**config.mk**
```make
export PLATFORM = sky130hd
export DESIGN_NAME = maze_dfs_ctrl
export DESIGN_NICKNAME = d
export VERILOG_FILES = /design/src/rtl/maze_pkg.sv /design/src/rtl/maze_dfs_ctrl_nbr_calc.sv /design/src/rtl/maze_dfs_ctrl.sv
export SDC_FILE = /design/constraint.sdc
export NUM_CORES = 1
export LEC_CHECK = 0
export ABC_AREA = 1
export CORE_MARGIN = 2
export CORE_UTILIZATION = 55
export CTS_BUF_LIST = sky130_fd_sc_hd__clkbuf_4 sky130_fd_sc_hd__clkbuf_8
export DETAILED_ROUTE_END_ITERATION = 10
export PLACE_DENSITY = 0.95
export SYNTH_ARGS = -nofsm -noshare
export SYNTH_HDL_FRONTEND = slang
export SYNTH_SLANG_ARGS = --single-unit
export TNS_END_PERCENT = 5
```
**constraint.sdc**
```tcl
create_clock -name clk -period 4.4 [get_ports clk]
set_clock_uncertainty 0.05 [all_clocks]
set_input_delay 0.44 -clock clk [delete_from_list [all_inputs] [get_ports clk]]
set_output_delay 0.44 -clock clk [all_outputs]
set_load 0.05 [all_outputs]
```
**src/rtl/maze_pkg.sv**
```systemverilog
// Shared types for the 16x16 maze depth-first sequencer: location layout, directions, FSM states.
package maze_pkg;

    localparam int unsigned LOC_W = 8;
    localparam int unsigned ROW_W = 4;
    localparam int unsigned COL_W = 4;
    localparam int unsigned DIR_W = 2;

    typedef struct packed {
        logic [ROW_W-1:0] row;
        logic [COL_W-1:0] col;
    } locT;

    typedef enum logic [DIR_W-1:0] {
        DIR_UP    = 2'd0,
        DIR_RIGHT = 2'd1,
        DIR_DOWN  = 2'd2,
        DIR_LEFT  = 2'd3
    } dirT;

    typedef enum logic [3:0] {
        IDLE,
        FLUSH,
        MARK,
        PROBE,
        WAIT,
        NEXT,
        BACK,
        POPW,
        DONE,
        FAIL
    } stateT;

endpackage

```
**src/rtl/maze_dfs_ctrl_nbr_calc.sv**
```systemverilog
// Neighbour of a cell in a given direction, with a grid bounds check (combinational).
module maze_nbr_calc
    import maze_pkg::*;
(
    input  locT  loc,
    input  dirT  dir,
    output locT  nbr_loc,
    output logic nbr_valid
);

    always_comb begin
        nbr_loc   = loc;
        nbr_valid = 1'b0;
        case (dir)
            DIR_UP: begin
                nbr_loc.row = loc.row - ROW_W'(1);
                nbr_valid   = (loc.row != '0);
            end
            DIR_RIGHT: begin
                nbr_loc.col = loc.col + COL_W'(1);
                nbr_valid   = (loc.col != '1);
            end
            DIR_DOWN: begin
                nbr_loc.row = loc.row + ROW_W'(1);
                nbr_valid   = (loc.row != '1);
            end
            DIR_LEFT: begin
                nbr_loc.col = loc.col - COL_W'(1);
                nbr_valid   = (loc.col != '0);
            end
        endcase
    end

endmodule

```
**src/rtl/maze_dfs_ctrl.sv**
```systemverilog
// Depth-first maze-solver sequencer driving maze RAM and location stack.
// Optional move counter on the steps port is built when MAZE_STEP_CNT_EN is defined.
module maze_dfs_ctrl
    import maze_pkg::*;
#(
    parameter logic [LOC_W-1:0] START_LOC = 8'h00,
    parameter logic [LOC_W-1:0] GOAL_LOC  = 8'hFF,
    parameter int unsigned      MAX_DEPTH = 63
) (
    input  logic             clk,
    input  logic             rst,
    input  logic             start,
    output logic [LOC_W-1:0] mem_addr,
    output logic             mem_rd,
    input  logic             mem_rdata,
    output logic             mem_wr,
    output logic             stk_push,
    output logic             stk_pop,
    output logic [LOC_W-1:0] stk_din,
    input  logic [LOC_W-1:0] stk_dout,
    input  logic             stk_nempty,
    output logic [LOC_W-1:0] cur_loc,
    output logic             busy,
    output logic             done,
    output logic             fail,
    output logic             ovf,
    output logic [15:0]      steps
);

    localparam int unsigned DEPTH_W = $clog2(MAX_DEPTH + 1);

    stateT              state, stateNext;
    dirT                dir, dirNext;
    logic [DEPTH_W-1:0] depth, depthNext;
    logic [LOC_W-1:0]   locNext;
    logic               doneNext, failNext, ovfNext, busyNext;
    locT                nbrLoc;
    logic               nbrValid;

    maze_nbr_calc uNbr (
        .loc       (locT'(cur_loc)),
        .dir       (dir),
        .nbr_loc   (nbrLoc),
        .nbr_valid (nbrValid)
    );

    always_ff @(posedge clk or posedge rst) begin
        if (rst) begin
            state   <= IDLE;
            dir     <= DIR_UP;
            depth   <= '0;
            cur_loc <= START_LOC;
            done    <= 1'b0;
            fail    <= 1'b0;
            ovf     <= 1'b0;
            busy    <= 1'b0;
        end else begin
            state   <= stateNext;
            dir     <= dirNext;
            depth   <= depthNext;
            cur_loc <= locNext;
            done    <= doneNext;
            fail    <= failNext;
            ovf     <= ovfNext;
            busy    <= busyNext;
        end
    end

    // RAM and stack strobes are decoded in the same cycle the FSM acts on them.
    always_comb begin
        stateNext = state;
        dirNext   = dir;
        depthNext = depth;
        locNext   = cur_loc;
        doneNext  = done;
        failNext  = fail;
        ovfNext   = ovf;
        mem_addr  = '0;
        mem_rd    = 1'b0;
        mem_wr    = 1'b0;
        stk_push  = 1'b0;
        stk_pop   = 1'b0;
        stk_din   = '0;
        case (state)
            IDLE, DONE, FAIL: begin
                if (start) begin
                    doneNext  = 1'b0;
                    failNext  = 1'b0;
                    ovfNext   = 1'b0;
                    locNext   = START_LOC;
                    dirNext   = DIR_UP;
                    depthNext = '0;
                    stateNext = stk_nempty ? FLUSH : MARK;
                end
            end
            FLUSH: begin
                if (stk_nempty) stk_pop = 1'b1;
                else            stateNext = MARK;
            end
            MARK: begin
                mem_wr   = 1'b1;
                mem_addr = cur_loc;
                if (cur_loc == GOAL_LOC) begin
                    doneNext  = 1'b1;
                    stateNext = DONE;
                end else begin
                    stateNext = PROBE;
                end
            end
            PROBE: begin
                if (nbrValid) begin
                    mem_rd    = 1'b1;
                    mem_addr  = nbrLoc;
                    stateNext = WAIT;
                end else begin
                    stateNext = NEXT;
                end
            end
            WAIT: begin
                if (mem_rdata) begin
                    stateNext = NEXT;
                end else if (depth == DEPTH_W'(MAX_DEPTH)) begin
                    failNext  = 1'b1;
                    ovfNext   = 1'b1;
                    stateNext = FAIL;
                end else begin
                    stk_push  = 1'b1;
                    stk_din   = cur_loc;
                    depthNext = depth + DEPTH_W'(1);
                    locNext   = nbrLoc;
                    dirNext   = DIR_UP;
                    stateNext = MARK;
                end
            end
            NEXT: begin
                if (dir == DIR_LEFT) begin
                    stateNext = BACK;
                end else begin
                    dirNext   = dirT'(dir + 2'd1);
                    stateNext = PROBE;
                end
            end
            BACK: begin
                if (stk_nempty) begin
                    stk_pop   = 1'b1;
                    depthNext = depth - DEPTH_W'(1);
                    stateNext = POPW;
                end else begin
                    failNext  = 1'b1;
                    stateNext = FAIL;
                end
            end
            POPW: begin
                locNext   = stk_dout;
                dirNext   = DIR_UP;
                stateNext = PROBE;
            end
            default: stateNext = IDLE;
        endcase
        busyNext = !(stateNext inside {IDLE, DONE, FAIL});
    end

`ifdef MAZE_STEP_CNT_EN
    logic clrSteps, stepInc;

    // Forward moves and backtrack pops count; flush pops do not.
    assign clrSteps = start && (state inside {IDLE, DONE, FAIL});
    assign stepInc  = stk_push || (stk_pop && (state == BACK));

    always_ff @(posedge clk or posedge rst) begin
        if (rst)                           steps <= '0;
        else if (clrSteps)                 steps <= '0;
        else if (stepInc && steps != '1)   steps <= steps + 16'd1;
    end
`else
    assign steps = 16'h0000;
`endif

endmodule

```
======== Yosys cells after proc, flatten, opt, wreduce, memory -nomap -nowiden ========
Index checks and enable logic that the tools add are counted.
operators by class
  mux-type cells .......................... 48
  add/subtract/negate cells ............... 7
  bitwise operators ....................... 0
  reductions and logical operators ........ 20
  shift-type cells ........................ 0
  multipliers ............................. 0
  div/mod/pow operators ................... 0
  equal/unequal tests ..................... 26
  order comparisons ....................... 0
operator list
  operator                                             number
  two-way mux 8 bit                                    7
  case mux 4 bit (8 select lines)                      1
  two-way mux 4 bit                                    6
  two-way mux 6 bit                                    4
  case mux 8 bit (3 select lines)                      1
  case mux 6 bit (3 select lines)                      1
  equality test 4 x 3 -> 1 bit, second input constant  4
  equality test 4 bit, second input constant           4
  != test 2 bit, second input constant                 8
  case mux 4 bit (2 select lines)                      2
  case mux 8 bit (2 select lines)                      1
  AND reduction 5 bit                                  3
  two-way mux 1 bit                                    14
  nonzero test 4 bit                                   3
  two-way mux 2 bit                                    5
  nonzero test 3 bit                                   3
  adder 4 x 1 -> 4 bit, second input constant          2
  equality test 4 x 2 -> 1 bit, second input constant  2
  equality test 8 bit, second input constant           1
  logical NOT 4 bit                                    2
  != test 4 bit, second input constant                 2
  case mux 2 bit (4 select lines)                      1
  AND reduction 4 bit                                  2
  subtractor 4 x 1 -> 4 bit, second input constant     2
  17 further kinds                                     20
storage, ports and cells
  bits in registers ....................... 24
  ROM bits ................................ 0
  latch bits .............................. 0
  bits of input ports ..................... 13
  bits in writable memories ............... 0
  memories ................................ 0

======== Logic depth before layout (Yosys ltp) ========
  depth in word-level cells ............... 7
  mapped depth ............................ 13
  mapped depth without buffers ............ 13

======== Hierarchy ========
Synthesis repeated with hierarchy kept, for this count alone.
unflattened totals
  cells, all modules ...................... 362
  area, all modules ....................... 2394.8 um^2
modules (own cells, without submodules)
  module         seq. area each (um^2)  instances  area each (um^2)  cells an instance
  maze_dfs_ctrl  600.6                  1          1938.1            285
  maze_nbr_calc  0.0                    1          456.7             77

======== Worst setup path before layout ========
No wires, ideal clock.
  kind .................................... register -> output
  from .................................... register state[3]
  to ...................................... output port mem_addr[1]
  path slack .............................. 1071 ps
  data arrival time ....................... 2839 ps
  cell stages (with the launch flop) ...... 6
  required time ........................... 3910 ps
  cells stage by stage .................... dfrtp_1 -> nor2_1 -> nand2_1 -> nor2_1 -> inv_1 -> o21ai_0
between the ends
  word-level cells in the longest chain between the ends .. 2
  elaborated cells on any way between the ends .. 3
  those cells by class .................... eq/ne (2); mux (1)
ends and longest elaborated chain
  element                            RTL line             RTL
  from (decl)                        maze_dfs_ctrl.sv:32  stateT state, stateNext;
  from (signal assigned)             maze_dfs_ctrl.sv:58  state <= stateNext;
  equality test 4 x 2 -> 1 bit       maze_dfs_ctrl.sv:84  case (state)
  case mux 8 bit (2 select lines) *  maze_dfs_ctrl.sv:84
  to (decl)                          maze_dfs_ctrl.sv:13  output logic [LOC_W-1:0] mem_addr,
Mark *: on every way between the ends. The rest lies on a longest branch, timed or not.

======== Worst setup path in the final report ========
  from .................................... register dir[1]
  to ...................................... output port mem_addr[1]
between the ends
  word-level cells in the longest chain between the ends .. 4
  elaborated cells on any way between the ends .. 8
  those cells by class .................... eq/ne (3); mux (4); reduce/logical (1)
ends and longest elaborated chain
  element                                                                                    RTL line                      RTL
  from (decl)                                                                                maze_dfs_ctrl.sv:33           dirT dir, dirNext;
  from (signal assigned)                                                                     maze_dfs_ctrl.sv:59           dir <= dirNext;
  equality test 2 bit, or another cell as far along                                          maze_dfs_ctrl_nbr_calc.sv:14  case (dir)
  case mux 1 bit (4 select lines) / case mux 4 bit (2 select lines) (equally long branches)  maze_dfs_ctrl_nbr_calc.sv:14
  two-way mux 8 bit *                                                                        maze_dfs_ctrl.sv:111          if (nbrValid) begin
  case mux 8 bit (2 select lines) *                                                          maze_dfs_ctrl.sv:84
Marked as above.

==> out/metrics.csv <==
metric;value;unit
status;complete, no violations;
first_pass_iters;6;
postCtsSetupBuffers;0;
final_antenna_net_count;0;
final_nets;408;
relSlewSlack;0.370;
cap_violations;0;
synth_adder_area_share;0.0954;
dp_cells;424;
die_h;69.2;um
antenna_found_initial;0;
layout-drive-gt1-share;0.0899;
cts.clk_slew.worst_paths;0.09;ns
grt_max_degree;25;
synth_cell_types;34;
syn_area_per_cell;7.01;um^2
yosysSeqAreaShare;0.257;
routedWlPerCell;14.2;um
pwr-share-seq;0.219;
peakVddDrop;0.293;mV
yosys_warnings;0;
design_area;0.00282;mm^2
fp.dieW;69.2;um
port_buffers;44;
tightest_slew;0.945;ns
syn_to_final_growth;20.7;%
ctsResizeCount;0;
hold_viol;0;
rsz0062_at_grt;false;
combPwrFrac;0.695;
worstPathArrival;3.09;ns
switching_share;0.584;
synth_top_family_by_area;simple AND/OR/NAND/NOR gates;
internal-power;0.752;mW
place_ws;1.20;ns
final_cells;428;
worstSetupEndpointType;primary output;
start_util;0.580;
num_rows;23;
h-tree-depth;1;
clk_latency;0.28;ns
cts_tree;yes;
yosys.area.top_type;dfrtp_1;
synth-compound-area-share;0.109;
start_kind;flop;
postSynthCellCount;333;
cts_sinks;24;
cts_buffers;3;
grt_use_total;0.261;
tns;0;ns
syn_area;0.00233;mm^2
drtIter0Drc;231;
p_leak;1.39;nW
min_period;3.58;ns
die_area;0.00478;mm^2
cp_max_fo;8;
synth_edf_count;0;
drv_slew;0;
cp.required;3.91;ns
synthMuxAreaShare;0;
synth-main-ff-cell;dfrtp_1;
holdBufCountCts;0;
async_flop_share;1.00;
yosys.area_share.simple;0.377;
gp_congestion;0.952;
place_area;0.00276;mm^2
period_share;0.814;
criticalPathCategory;flop to primary output;
switchingPower;1.06;mW
vias_per_cell;5.56;
timing.fmax;279;MHz
yosys.area.top_type_share;0.257;
first_global_vias;2317;
grt_remaining_overflow;0;
power_density;641;mW/mm^2
n_antenna_cell;0;
timing.final.ws_setup;0.819;ns
dp_hpwl;4.74;mm
pwr-share-clk;0.086;
vias;2378;
route.detailed.drc;0;
synth_area_leaders;dfrtp_1, nand2_1, ha_1, inv_1, nand3_1;
synth_xor_area_frac;0.0300;
final_util;0.700;
coreArea;0.00403;mm^2
synth-seq-cells;24;
clk_path_buf_depth;2;
setup_viol;0;
hp-class;flop to flop;
io_pins;61;
routed_wl;6.06;mm
cts-root-buf;clkbuf_8;
grt_pass1_wl;10.3;mm
==> metal layers <==
metal  wire [um]  vias to the layer above  track usage
li1            -                     1140            -
met1        2350                     1089        0.310
met2        3100                      125        0.459
met3         409                       24       0.0307
met4         198                        0        0.133
met5           0                        -            0
==> cell families (layout without fill, tap and decap cells) <==
| group | Yosys count | in the layout |
|---|---|---|
| and+or+nand+nor | 180 | 180 |
| buffers and inverters | 60 | 90 |
| AOI/OAI and AO/OA | 44 | 44 |
| DFF | 24 | 24 |
| adders and majority gates | 16 | 16 |
| xor gates and xnor gates | 8 | 8 |
| other | 1 | 16 |
==> final timing paths <==
check / cells after the start / slack [ns] / endpoint / startpoint
max in group asynchronous: 2 / 3.09 / state[1] / rst
min reg2reg: 2 / 0.44 / ovf / ovf
max: 7 / 0.82 / mem_addr[1] / dir[1]
min in group asynchronous: 2 / 0.63 / depth[3] / rst
max reg2reg: 11 / 2.20 / depth[5] / state[1]
min: 2 / 0.44 / ovf / ovf
==> worst max-delay path: stages, from the launching register on <==
cell,delay [ns]
dfrtp_1,0.42
ha_1,0.34
inv_1,0.14
fa_1,0.44
o21ai_0,0.36
nand2_1,0.15
o21ai_0,0.12
clkdlybuf4s50_1,0.84
==> Yosys cell counts, types with 2 or more instances <==
cell type	instances
nand2_2	3
buf_2	2
nand2_1	89
ha_1	13
dfrtp_1	24
inv_2	2
o211ai_1	2
a21oi_1	5
nor2_2	3
nor2_4	2
o21ai_0	18
nand2_4	6
nand3_4	3
o21ai_2	3
inv_6	3
a22oi_1	2
nand3_2	2
nand4_1	7
buf_4	16
xnor2_1	3
nand3_1	27
o22ai_1	4
inv_1	37
nor2_1	34
xor2_1	5
a21oi_2	2
o21ai_1	7
fa_1	3
==> metrics by stage <==
stage	total power [mW]	hold slack, ns
6_report	1.81	0.444
2_1_floorplan	1.33	0.405
5_1_grt	1.95	0.498
3_3_place_gp	1.60	0.420
4_1_cts	1.79	0.457
3_5_place_dp	1.64	0.434
==> cells in the final DEF (no fill, tap or decap), types with 7 or more instances in the layout <==
cell type        count
o21ai_1              7
nand2_1             89
ha_1                13
nand3_1             27
conb_1              16
nand4_1              7
clkdlybuf4s50_1     44
o21ai_0             18
inv_1               37
nor2_1              34
dfrtp_1             24
==> layout make-up <==
class | instances | area, um^2
clock buffers | 4 | 55.1
fillers | 335 | 1210
inverters | 42 | 173
multi-input cells | 264 | 1490
flip-flops and latches | 24 | 601
well taps | 50 | 62.6
repair buffers | 44 | 440
==> state kept, by name (all words and copies together), names as in the netlist <==
name / flops
fail: 1
ovf: 1
done: 1
busy: 1
cur_loc: 8
depth: 6
state: 4
dir: 2
==> power groups by stage <==
stage / registers, mW / clock network [mW] / logic (mW)
3_3_place_gp: 0.390 / 0 / 1.21
2_1_floorplan: 0.469 / 0 / 0.861
4_1_cts: 0.391 / 0.158 / 1.25
3_5_place_dp: 0.396 / 0 / 1.24
5_1_grt: 0.406 / 0.171 / 1.37
6_report: 0.395 / 0.156 / 1.26
Note: power is estimated with default switching activity, not from simulation.
